<file path="src/rtl/tuner_measure_ctrl.sv">
// Measurement sequencer for the tuner: drains the codec FIFO, gates the zero-crossing counter for
// a fixed number of samples after a settle period, and latches the count for the display path.
module tuner_measure_ctrl #(
  parameter int unsigned CNT_W        = 16,
  parameter int unsigned GATE_SAMPLES = 48000,
  parameter int unsigned SETTLE       = 64,
  parameter int unsigned TIMEOUT_CYC  = 4096
) (
  input  logic             clk,
  input  logic             resetn,
  input  logic             start,
  input  logic             continuous,
  input  logic             abort,
  input  logic             read_ready,
  output logic             read,
  output logic             cnt_clear,
  output logic             gate_en,
  output logic             sample_stb,
  input  logic [CNT_W-1:0] cnt_value,
  output logic [CNT_W-1:0] result,
  output logic             result_valid,
  input  logic             result_ack,
  output logic             overrun,
  output logic             timeout_err,
  output logic             busy,
  output logic [2:0]       state
);

  typedef enum logic [2:0] {
    StIdle    = 3'd0,
    StClear   = 3'd1,
    StSettle  = 3'd2,
    StGate    = 3'd3,
    StCapture = 3'd4,
    StHold    = 3'd5
  } state_e;

  localparam logic [15:0] GateLast   = 16'(GATE_SAMPLES - 1);
  localparam logic [15:0] SettleLast = 16'(SETTLE - 1);
  localparam logic [15:0] GapLast    = 16'(TIMEOUT_CYC - 1);

  state_e      state_q;
  logic [15:0] samp_cnt;
  logic [15:0] gap_cnt;
  logic        in_window;

  assign in_window  = (state_q == StSettle) || (state_q == StGate);
  assign sample_stb = read & in_window;
  assign busy       = (state_q != StIdle);
  assign state      = state_q;

  always_ff @(posedge clk or negedge resetn) begin
    if (!resetn) begin
      state_q      <= StIdle;
      read         <= 1'b0;
      cnt_clear    <= 1'b0;
      gate_en      <= 1'b0;
      result       <= '0;
      result_valid <= 1'b0;
      overrun      <= 1'b0;
      timeout_err  <= 1'b0;
      samp_cnt     <= '0;
      gap_cnt      <= '0;
    end else begin
      // FIFO is drained in every state; the strobe alternates so it never repeats.
      read      <= read_ready & ~read;
      cnt_clear <= 1'b0;

      if (result_valid && result_ack) begin
        result_valid <= 1'b0;
      end

      if (in_window) begin
        gap_cnt <= sample_stb ? 16'd0 : gap_cnt + 16'd1;
      end

      if (abort) begin
        state_q <= StIdle;
        gate_en <= 1'b0;
      end else if (in_window && !sample_stb && (gap_cnt == GapLast)) begin
        timeout_err <= 1'b1;
        gate_en     <= 1'b0;
        state_q     <= StIdle;
      end else begin
        unique case (state_q)
          StIdle: begin
            if (start) begin
              state_q     <= StClear;
              cnt_clear   <= 1'b1;
              timeout_err <= 1'b0;
              overrun     <= 1'b0;
            end
          end
          StClear: begin
            samp_cnt <= '0;
            gap_cnt  <= '0;
            if (SETTLE == 0) begin
              state_q <= StGate;
              gate_en <= 1'b1;
            end else begin
              state_q <= StSettle;
            end
          end
          StSettle: begin
            if (sample_stb) begin
              if (samp_cnt == SettleLast) begin
                samp_cnt <= '0;
                state_q  <= StGate;
                gate_en  <= 1'b1;
              end else begin
                samp_cnt <= samp_cnt + 16'd1;
              end
            end
          end
          StGate: begin
            if (sample_stb) begin
              if (samp_cnt == GateLast) begin
                state_q <= StCapture;
                gate_en <= 1'b0;
              end else begin
                samp_cnt <= samp_cnt + 16'd1;
              end
            end
          end
          StCapture: begin
            result       <= cnt_value;
            result_valid <= 1'b1;
            // An ack landing this cycle retires the old result, so it is not an overrun.
            if (result_valid && !result_ack) begin
              overrun <= 1'b1;
            end
            state_q <= StHold;
          end
          StHold: begin
            if (continuous) begin
              state_q   <= StClear;
              cnt_clear <= 1'b1;
            end else if (result_ack) begin
              state_q <= StIdle;
            end
          end
          default: state_q <= StIdle;
        endcase
      end
    end
  end

endmodule

</file>
<file path="config.mk">
export PLATFORM = sky130hd
export DESIGN_NAME = tuner_measure_ctrl
export DESIGN_NICKNAME = d
export VERILOG_FILES = /design/src/rtl/tuner_measure_ctrl.sv
export SDC_FILE = /design/constraint.sdc
export NUM_CORES = 1
export LEC_CHECK = 0
export CAP_MARGIN = 15
export CORE_MARGIN = 5
export CORE_UTILIZATION = 42
export CTS_BUF_LIST = sky130_fd_sc_hd__clkbuf_8
export DETAILED_ROUTE_END_ITERATION = 10
export PLACE_DENSITY = 0.66
export SLEW_MARGIN = 15
export SYNTH_ARGS = -nofsm -noshare
export SYNTH_HDL_FRONTEND = slang
export SYNTH_SLANG_ARGS = --single-unit
</file>
<file path="constraint.sdc">
create_clock -name clk -period 4 [get_ports clk]
set_input_delay 0.8 -clock clk [delete_from_list [all_inputs] [get_ports clk]]
set_output_delay 0.8 -clock clk [all_outputs]
set_load 0.01 [all_outputs]
</file>
==> flow_metrics.py, run 1 <==
metrics = {
    "finish": {
        "antenna_cells": 0,
        "area_growth_pct": 25.9,
        "drive_gt1_frac": 0.103,
        "layout.nets": 352,
    },
    "clocking": {
        "cts_buffers": 9,
        "postCtsHoldBufs": 0,
        "clk_pin_slew_ns": 0.06,
        "htree_levels": 3,
        "cts.sinks": 57,
        "root_buffer": "clkbuf_8",
        "clock_path_buffers": 2,
        "cts_tree": "yes",
        "cts_resized": 0,
        "post-cts-setup-buffers": 0,
        "clk_latency_ns": 0.33,
    },
    "route": {
        "wl_per_cell_um": 15.3,
        "vias_per_cell": 5.55,
        "drc_errors": 0,
        "dr.pass1.iters": 4,
        "drt_wl_total_um": 6280,
        "vias": 2280,
        "detail-route-antenna-nets": 0,
        "initialDrtViolationCount": 114,
    },
    "synth": {
        "yosys.area.top_type_share": 0.501,
        "syn_inst": 274,
        "yosysWarnings": 0,
        "ys_types": 53,
        "synth-seq-cells": 57,
        "syn_avg_cell_area_um2": 10.4,
        "synthFlopType": "dfrtp_1",
        "syn-num-nets": 299,
        "yosys.cell_count.top_type": "dfrtp_1",
        "synthTopCellsByArea": "dfrtp_1 50%, mux2_2 3.6%, nor2_1 3.4%, xor2_1 3.4%, nand3_1 3.2%",
        "synth_area_um2": 2850,
        "synthTopCellsByCount": "57 x dfrtp_1, 26 x nor2_1, 18 x nand3_1",
        "synthArstFlopShare": 1.00,
        "yosys.area.top_type": "dfrtp_1",
        "synth-edff-count": 0,
        "ys_seq_area_frac": 0.501,
    },
    "critical_path": {
        "crit_fanout": 14,
        "critical-path-top-delay-family": "simple AND/OR/NAND/NOR gates",
        "crit_buf_inv": 1,
        "required_ns": 3.20,
        "critPathKind": "reg -> out",
        "slowest_delay_ns": 0.62,
        "slowest_stage": "dfrtp_1",
        "setup.worst_path.start_class": "flip-flop",
        "cp_cell_sequence": "nand2b_1 -> nor2_1 -> clkdlybuf4s50_1",
        "crit_path_end_kind": "output port",
        "arrival_ns": 2.25,
    },
    "sta": {
        "max_slew.worst_pin.slew_ns": 0.968,
        "finalCritPeriodShare": 0.763,
        "hold_violations": 0,
        "rsz0062_at_grt": "no",
        "setup-violations-final": 0,
        "relSlewSlack": 0.351,
        "max_freq_mhz": 328,
        "slew_violations": 0,
        "fin_setup_tns_ns": 0,
        "fin_skew_ns": 0.0105,
        "period_minus_slack_ns": 3.05,
    },
    "floorplanning": {
        "dieArea_um2": 8520,
        "dieHeight_um": 92.3,
        "die_x_um": 92.3,
        "coreArea_um2": 6680,
        "start_util": 0.426,
        "io_pins": 50,
        "row_count": 30,
    },
    "global_routing": {
        "grt_max_degree": 34,
        "grt_overflow_total": 0,
        "track_usage": 0.157,
        "grt_pass1_vias": 2273,
        "grt_pass1_wl_um": 10700,
        "antenna_found_initial": 0,
    },
    "outcome": {
        "outcome": "completed",
    },
    "pwr": {
        "cellPowerDensity_nw_per_um2": 535,
        "seqPwrFrac": 0.406,
        "internal_power_mw": 1.30,
        "cellLeakagePower_nw": 1.59,
        "p_sw_frac": 0.321,
        "peakVddDrop_uv": 214,
        "p_comb_frac": 0.317,
        "clockPowerShare": 0.276,
        "p_sw_mw": 0.616,
        "p_total_mw": 1.92,
    },
    "placed_design": {
        "dp_hpwl_um": 4590,
        "portBuffers": 49,
        "gp_congestion": 0.820,
    },
    "worst_hold_path": {
        "min_path_type": "reg -> reg",
    },
    "flow_run": {
        "drv_cap": 0,
    },
}
==> final cells by class <==
class	count	area [µm²]
multi-input cells	201	1330
flip-flops and latches	57	1430
well taps	80	100
clock buffers	11	151
clock inverters	4	43.8
fillers	597	3100
repair buffers	51	500
inverters	7	26.3
==> cell usage in the layout (no fill, tap or decap), types with 7 or more instances in the layout <==
master           Yosys  routed
mux2_2               9       9
clkbuf_8             0      11
a21oi_1              7       7
dfrtp_1             57      57
mux2_1               8       8
and3_1              10      10
xor2_1              11      11
nor3_1               7       7
nand3_1             18      18
o21ai_0             15      15
clkdlybuf4s50_1      0      48
inv_1                7       8
nor2_1              26      26
nand2_1             16      16
==> kinds of logic (layout without fill, tap and decap cells) <==
logic type | Yosys count | after routing | share of synthesized area
fa+ha+maj | 2 | 2 | 0.00879
compound gates | 62 | 62 | 0.152
xor+xnor | 12 | 12 | 0.0369
buf+inv | 16 | 73 | 0.0299
mux | 18 | 18 | 0.0708
simple gates | 107 | 107 | 0.201
flops | 57 | 57 | 0.501
==> state kept, by name, indices dropped and copies added (netlist names) <==
signal        cells
cnt_clear         1
gap_cnt          16
gate_en           1
overrun           1
read              1
result           16
result_valid      1
samp_cnt         16
state             3
timeout_err       1
==> power groups by stage <==
stage	sequential [mW]	combinational, mW	clock [mW]
6_report	0.779	0.608	0.530
5_1_grt	0.798	0.661	0.570
4_1_cts	0.779	0.617	0.546
3_5_place_dp	0.790	0.616	0
3_3_place_gp	0.784	0.611	0
2_1_floorplan	0.789	0.341	0
==> routing by layer <==
layer / track usage / vias to the layer above / part of all wire
met2: 0.251 / 58 / 0.46
met1: 0.202 / 1094 / 0.48
met5: 0 / - / 0
li1: - / 1121 / -
met4: 0.0594 / 0 / 0.0078
met3: 0.0439 / 7 / 0.048
==> worst paths after layout <==
path / start / endpoint / slack [ns] / cells after the start
worst max-delay path: state[1] / sample_stb / 0.95 / 3
worst min-delay path: result[4] / result[4] / 0.48 / 1
worst max register to register: state[1] / samp_cnt[6] / 1.53 / 4
worst min register to register: result[4] / result[4] / 0.48 / 1
max in group asynchronous: resetn / result_valid / 2.67 / 2
min in group asynchronous: resetn / result[10] / 0.52 / 1
==> metrics by stage <==
stage / area [µm²] / worst slack (ns) / utilization / hold WS [ns] / cells
2_1_floorplan: 2850 / 1.95 / - / 0.464 / 274
3_3_place_gp: 3390 / 1.30 / 0.507 / 0.466 / 396
3_5_place_dp: 3390 / 1.29 / 0.507 / 0.479 / 396
4_1_cts: 3580 / 0.953 / 0.536 / 0.492 / 411
5_1_grt: 3580 / 0.818 / 0.536 / 0.513 / 411
6_report: 3580 / 0.949 / 0.536 / 0.485 / 411
Note: power is estimated with default switching activity, not from simulation.
==> run 2, diff against run 1 <==
==> constraint.sdc (replaced) <==
create_clock -name clk -period 3.2 [get_ports clk]
set_input_delay 0.64 -clock clk [delete_from_list [all_inputs] [get_ports clk]]
set_output_delay 0.64 -clock clk [all_outputs]
set_load 0.01 [all_outputs]
==> run 2 against run 1 <==
Compared with the run above:
- total power grew 19%
- worst setup slack got worse by 0.59 ns
- via count increased by 0.92%
- wire length grew 0.83%
- non-clock buffer count is 1 higher
- first-iteration DRC count is 4.4% higher
- sequential power is 25% higher
- clock power increased by 2%
- worst hold slack got worse by 0.19 ns
- combinational power rose by 26%
- largest power group unchanged
- clock-buffer cell count fell by 2
- highest routed layer unchanged
- utilization decreased by 0.30 points
==> flow_metrics.py, run 2 (synthesis gave the netlist of run 1 again) <==
metrics = {
    "global_routing": {
        "antenna_found_initial": 0,
        "grt_pass1_vias": 2242,
        "grt_max_degree": 58,
        "grt_pass1_wl_um": 10700,
        "grt_overflow_total": 0,
        "track_usage": 0.159,
    },
    "floorplanning": {
        "io_pins": 50,
        "dieArea_um2": 8520,
        "start_util": 0.426,
        "coreArea_um2": 6680,
        "row_count": 30,
        "dieHeight_um": 92.3,
        "die_x_um": 92.3,
    },
    "worst_hold_path": {
        "min_path_type": "in -> async",
    },
    "route": {
        "wl_per_cell_um": 15.3,
        "top_layer": "met4",
        "met2WireLength_um": 2920,
        "drc_errors": 0,
        "vias_per_cell": 5.57,
        "wl_met1_um": 2990,
        "drt_wl_total_um": 6330,
        "vias": 2301,
        "dr.pass1.iters": 4,
        "dr_wl_met3_um": 343,
        "detail-route-antenna-nets": 0,
        "initialDrtViolationCount": 119,
    },
    "finish": {
        "final_cell_count_no_fill": 413,
        "drive_gt1_frac": 0.102,
        "mostFrequentLayoutCells": "57 x dfrtp_1, 48 x clkdlybuf4s50_1, 26 x nor2_1, 18 x nand3_1, 16 x nand2_1",
        "mostFrequentLayoutCell": "dfrtp_1",
        "finish.utilization": 0.533,
        "layout.nets": 353,
        "antenna_cells": 0,
        "largestRegisters": "gap_cnt x16, result x16, samp_cnt x16",
        "area_growth_pct": 25.2,
    },
    "critical_path": {
        "crit_fanout": 16,
        "crit_path_end_kind": "output port",
        "critPathKind": "reg -> out",
        "arrival_ns": 2.20,
        "setup.worst_path.start_class": "flip-flop",
        "required_ns": 2.56,
    },
    "sta": {
        "slew_violations": 0,
        "rsz0062_at_grt": "no",
        "period_minus_slack_ns": 2.84,
        "fin_setup_tns_ns": 0,
        "max_freq_mhz": 352,
        "fin_skew_ns": 0.00971,
        "finalCritPeriodShare": 0.888,
        "setup-violations-final": 0,
        "relSlewSlack": 0.370,
        "hold_violations": 0,
        "max_slew.worst_pin.slew_ns": 0.941,
    },
    "clocking": {
        "root_buffer": "clkbuf_8",
        "postCtsHoldBufs": 0,
        "cts_tree": "yes",
        "cts.sinks": 57,
        "cts_buffers": 9,
        "clock_path_buffers": 2,
        "clk_pin_slew_ns": 0.06,
        "post-cts-setup-buffers": 0,
        "clk_latency_ns": 0.34,
        "htree_levels": 3,
        "cts_resized": 0,
    },
    "flow_run": {
        "drv_cap": 0,
    },
    "placed_design": {
        "portBuffers": 49,
        "gp_congestion": 0.840,
        "place_inst": 397,
        "dp_hpwl_um": 4490,
    },
    "pwr": {
        "peakVddDrop_uv": 261,
        "cellLeakagePower_nw": 1.59,
        "cellPowerDensity_nw_per_um2": 640,
    },
    "outcome": {
        "outcome": "completed",
    },
}
## run 2: path summary, 6_finish.rpt
path | from | cells past startpoint | to | slack, ns
worst max register to register | samp_cnt[0] | 6 | samp_cnt[15] | 0.82
worst min-delay path | resetn | 2 | result[5] | 0.29
max in group asynchronous | resetn | 2 | read | 2.65
worst max-delay path | state[2] | 3 | sample_stb | 0.36
worst min register to register | timeout_err | 2 | timeout_err | 0.48
min in group clk | timeout_err | 2 | timeout_err | 0.48
## run 2: through the flow
step | setup WS, ns | total power [mW] | cell area, µm² | hold WS (ns)
5_1_grt | 0.183 | 2.43 | 3560 | 0.311
3_3_place_gp | 0.701 | 1.75 | 3410 | 0.464
3_5_place_dp | 0.656 | 1.76 | 3410 | 0.472
6_report | 0.359 | 2.28 | 3560 | 0.293
2_1_floorplan | 1.15 | 1.41 | 2850 | 0.344
4_1_cts | 0.347 | 2.31 | 3560 | 0.306
## run 2: report_power, final
| group | leakage, nW | internal [mW] | switching [mW] |
|---|---|---|---|
| Clock | 0.0963 | 0.266 | 0.275 |
| Combinational | 0.718 | 0.396 | 0.371 |
| Sequential | 0.779 | 0.847 | 0.123 |
## run 2: cell type report
class | count | area, µm²
clock inverters | 7 | 31.3
repair buffers | 52 | 520
fillers | 610 | 3120
flip-flops and latches | 57 | 1430
multi-input cells | 201 | 1330
clock buffers | 9 | 124
well taps | 80 | 100
inverters | 7 | 26.3
## run 2: per-layer routing
metal | track usage | up-vias
met3 | 0.0561 | 7
met4 | 0.0569 | 0
li1 | - | 1116
met1 | 0.203 | 1113
met2 | 0.250 | 65
met5 | 0 | -
## run 2: critical path, stage by stage, from the launching register on
cell             delay [ns]
dfrtp_1                0.54
nand2b_1               0.38
nor2_1                 0.33
clkdlybuf4s50_1        0.61
==> run 3, diff against run 2 <==
--- a/config.mk
+++ b/config.mk
@@ -5,12 +5,11 @@
 export SDC_FILE = /design/constraint.sdc
 export NUM_CORES = 1
 export LEC_CHECK = 0
+export ABC_AREA = 1
 export CAP_MARGIN = 15
-export CORE_MARGIN = 5
 export CORE_UTILIZATION = 42
 export CTS_BUF_LIST = sky130_fd_sc_hd__clkbuf_8
 export DETAILED_ROUTE_END_ITERATION = 10
-export PLACE_DENSITY = 0.66
 export SLEW_MARGIN = 15
 export SYNTH_ARGS = -nofsm -noshare
 export SYNTH_HDL_FRONTEND = slang
==> run 3 against run 2 <==
Compared with the run above:
- clock-buffer cell count increased by 3
- clock skew hardly changed
- combinational power up 28%
- sequential power grew 4%
- die area down 3.7%
- first-iteration DRC count increased by 59%
- utilization increased by 1.2 points
- wire length grew 17%
- final area is 13% higher
- maximum frequency grew 6.8%
- register-to-register slack better by 0.41 ns
- cell count up 45%
- critical path type unchanged
==> flow_metrics.py, run 3 <==
metrics = {
    "outcome": {
        "outcome": "completed",
    },
    "synth": {
        "synth-compound-area-share": 0.0850,
        "synth_area_um2": 3300,
        "yosys.area_share.adder": 0.00759,
        "synthFlopType": "dfrtp_1",
        "ys_seq_area_frac": 0.433,
        "yosys.cell_count.top_type": "nand2_1",
        "synth-xor-area-share": 0.0213,
        "synth-seq-cells": 57,
        "syn_avg_cell_area_um2": 7.46,
        "synthTopCellsByCount": "155 x nand2_1, 57 x dfrtp_1, 50 x nor2_1",
        "synthTopCellsByArea": "dfrtp_1 43%, nand2_1 18%, nor2_1 5.7%, inv_1 4.4%, nand3_1 3.9%",
        "yosys.area.top_type": "dfrtp_1",
        "synth_top_family_by_area": "simple AND/OR/NAND/NOR gates",
        "yosys.area.top_type_share": 0.433,
        "synth-edff-count": 0,
        "yosysWarnings": 0,
        "syn-num-nets": 467,
        "syn_inst": 442,
        "synth_mux_area_frac": 0,
        "synthArstFlopShare": 1.00,
        "synth-simple-area-share": 0.379,
        "ys_types": 37,
    },
    "critical_path": {
        "crit_start": "state[2]",
        "setup.worst_path.start_class": "flip-flop",
        "cp_cell_sequence": "inv_6 -> nand2_4 -> inv_2 -> nand2_2 -> inv_1 -> clkdlybuf4s50_1",
        "crit_fanout": 11,
        "critical-path-top-delay-family": "buffers and inverters",
        "crit_end": "sample_stb",
        "slowest_delay_ns": 0.55,
        "crit_buf_inv": 4,
        "arrival_ns": 2.02,
        "critPathKind": "reg -> out",
        "path_depth": 6,
        "worstRegToRegCells": 10,
        "crit_path_end_kind": "output port",
        "slowest_stage": "clkdlybuf4s50_1",
        "reg2reg_to": "state[1]",
        "required_ns": 2.56,
        "rrSetupSlack_ns": 1.23,
        "r2r_start": "state[2]",
    },
    "clocking": {
        "root_buffer": "clkbuf_8",
        "cts_resized": 0,
        "post-cts-setup-buffers": 0,
        "clk_pin_slew_ns": 0.07,
        "cts.sinks": 57,
        "clock_path_buffers": 2,
        "cts_tree": "yes",
        "htree_levels": 3,
        "clk_latency_ns": 0.33,
        "postCtsHoldBufs": 0,
        "cts_buffers": 9,
    },
    "route": {
        "vias": 2948,
        "initialDrtViolationCount": 189,
        "detail-route-antenna-nets": 0,
        "drt_wl_total_um": 7400,
        "vias_per_cell": 4.91,
        "drc_errors": 0,
        "wl_per_cell_um": 12.3,
        "dr.pass1.iters": 5,
    },
    "pwr": {
        "cellLeakagePower_nw": 1.91,
        "cellPowerDensity_nw_per_um2": 644,
        "peakVddDrop_uv": 376,
        "p_total_mw": 2.60,
    },
    "finish": {
        "nFillCells": 701,
        "area_growth_pct": 22.4,
        "largestRegisters": "gap_cnt x16, result x16, samp_cnt x16",
        "finish.utilization": 0.545,
        "mostFrequentLayoutCells": "155 x nand2_1, 57 x dfrtp_1, 50 x nor2_1, 48 x clkdlybuf4s50_1, 40 x inv_1",
        "mostFrequentLayoutCell": "nand2_1",
        "layout.nets": 522,
        "antenna_cells": 0,
        "drive_gt1_frac": 0.0878,
    },
    "sta": {
        "fin_setup_tns_ns": 0,
        "rsz0062_at_grt": "no",
        "max_slew.worst_pin.slew_ns": 0.566,
        "finalCritPeriodShare": 0.831,
        "hold_violations": 0,
        "whs_ns": 0.296,
        "max_freq_mhz": 376,
        "slew_violations": 0,
        "fin_ws_ns": 0.540,
        "fin_skew_ns": 0.0101,
        "relSlewSlack": 0.623,
        "setup-violations-final": 0,
        "period_minus_slack_ns": 2.66,
    },
    "floorplanning": {
        "dieArea_um2": 8200,
        "die_x_um": 90.6,
        "start_util": 0.445,
        "dieHeight_um": 90.6,
        "io_pins": 50,
        "row_count": 31,
        "coreArea_um2": 7410,
    },
    "global_routing": {
        "grt_pass1_vias": 2889,
        "antenna_found_initial": 0,
        "grt_max_degree": 35,
        "grt_pass1_wl_um": 13100,
        "grt_overflow_total": 0,
        "track_usage": 0.195,
    },
    "placed_design": {
        "dp_slack_ns": 0.871,
        "portBuffers": 49,
        "dp_hpwl_um": 5390,
        "gp_congestion": 0.852,
    },
    "flow_run": {
        "drv_cap": 0,
    },
    "worst_hold_path": {
        "min_path_type": "in -> async",
    },
}
-- run 3: changes by cell type in the layout (fill, tap and decap cells not counted), sizes merged, moves of 8 or more --
| cell | before | now |
|---|---|---|
| mux2 | 17 | 0 |
| nand3 | 18 | 27 |
| nand2 | 17 | 162 |
| inv | 10 | 45 |
| and3 | 10 | 1 |
| o211ai | 0 | 8 |
| nor2 | 26 | 56 |
-- run 3: worst min path at each step --
stage                        end  slack (ns)  cells past startpoint
finish              samp_cnt[15]        0.30                      1
global route        samp_cnt[15]        0.35                      1
CTS                 samp_cnt[15]        0.31                      1
detailed placement     result[7]        0.46                      2
global placement      result[10]        0.45                      2
floorplan              cnt_clear        0.34                      0
-- run 3: final cells by class --
cell class	instances	area, µm²	area share
tap	99	124	0.0307
multi-input combinational	333	1620	0.402
inverter	44	173	0.0428
sequential	57	1430	0.353
clock buffer	12	165	0.0409
clock inverter	3	16.3	0.00403
timing repair buffer	52	508	0.126
-- run 3: per-stage QoR --
| stage | instances | cell area [µm²] |
|---|---|---|
| 2_1_floorplan | 442 | 3300 |
| 3_3_place_gp | 585 | 3850 |
| 3_5_place_dp | 585 | 3850 |
| 4_1_cts | 600 | 4040 |
| 5_1_grt | 600 | 4040 |
| 6_report | 600 | 4040 |
-- run 3: metal layers --
metal	GRT usage	share of wire
met3	0.0480	0.054
met5	0	0
met2	0.293	0.42
met1	0.269	0.51
met4	0.0793	0.014
-- run 3: where the power goes --
| group | total (mW) | switching [mW] | internal, mW |
|---|---|---|---|
| registers | 1.01 | 0.136 | 0.870 |
| clock network | 0.608 | 0.272 | 0.336 |
| logic | 0.985 | 0.552 | 0.432 |
-- run 3: cells by family after synthesis --
logic type / after synthesis
buffers and inverters: 52
XOR/XNOR: 8
AO/OA/AOI/OAI: 48
flip-flops: 57
adder cells (fa/ha/maj): 2
AND/OR/NAND/NOR: 275
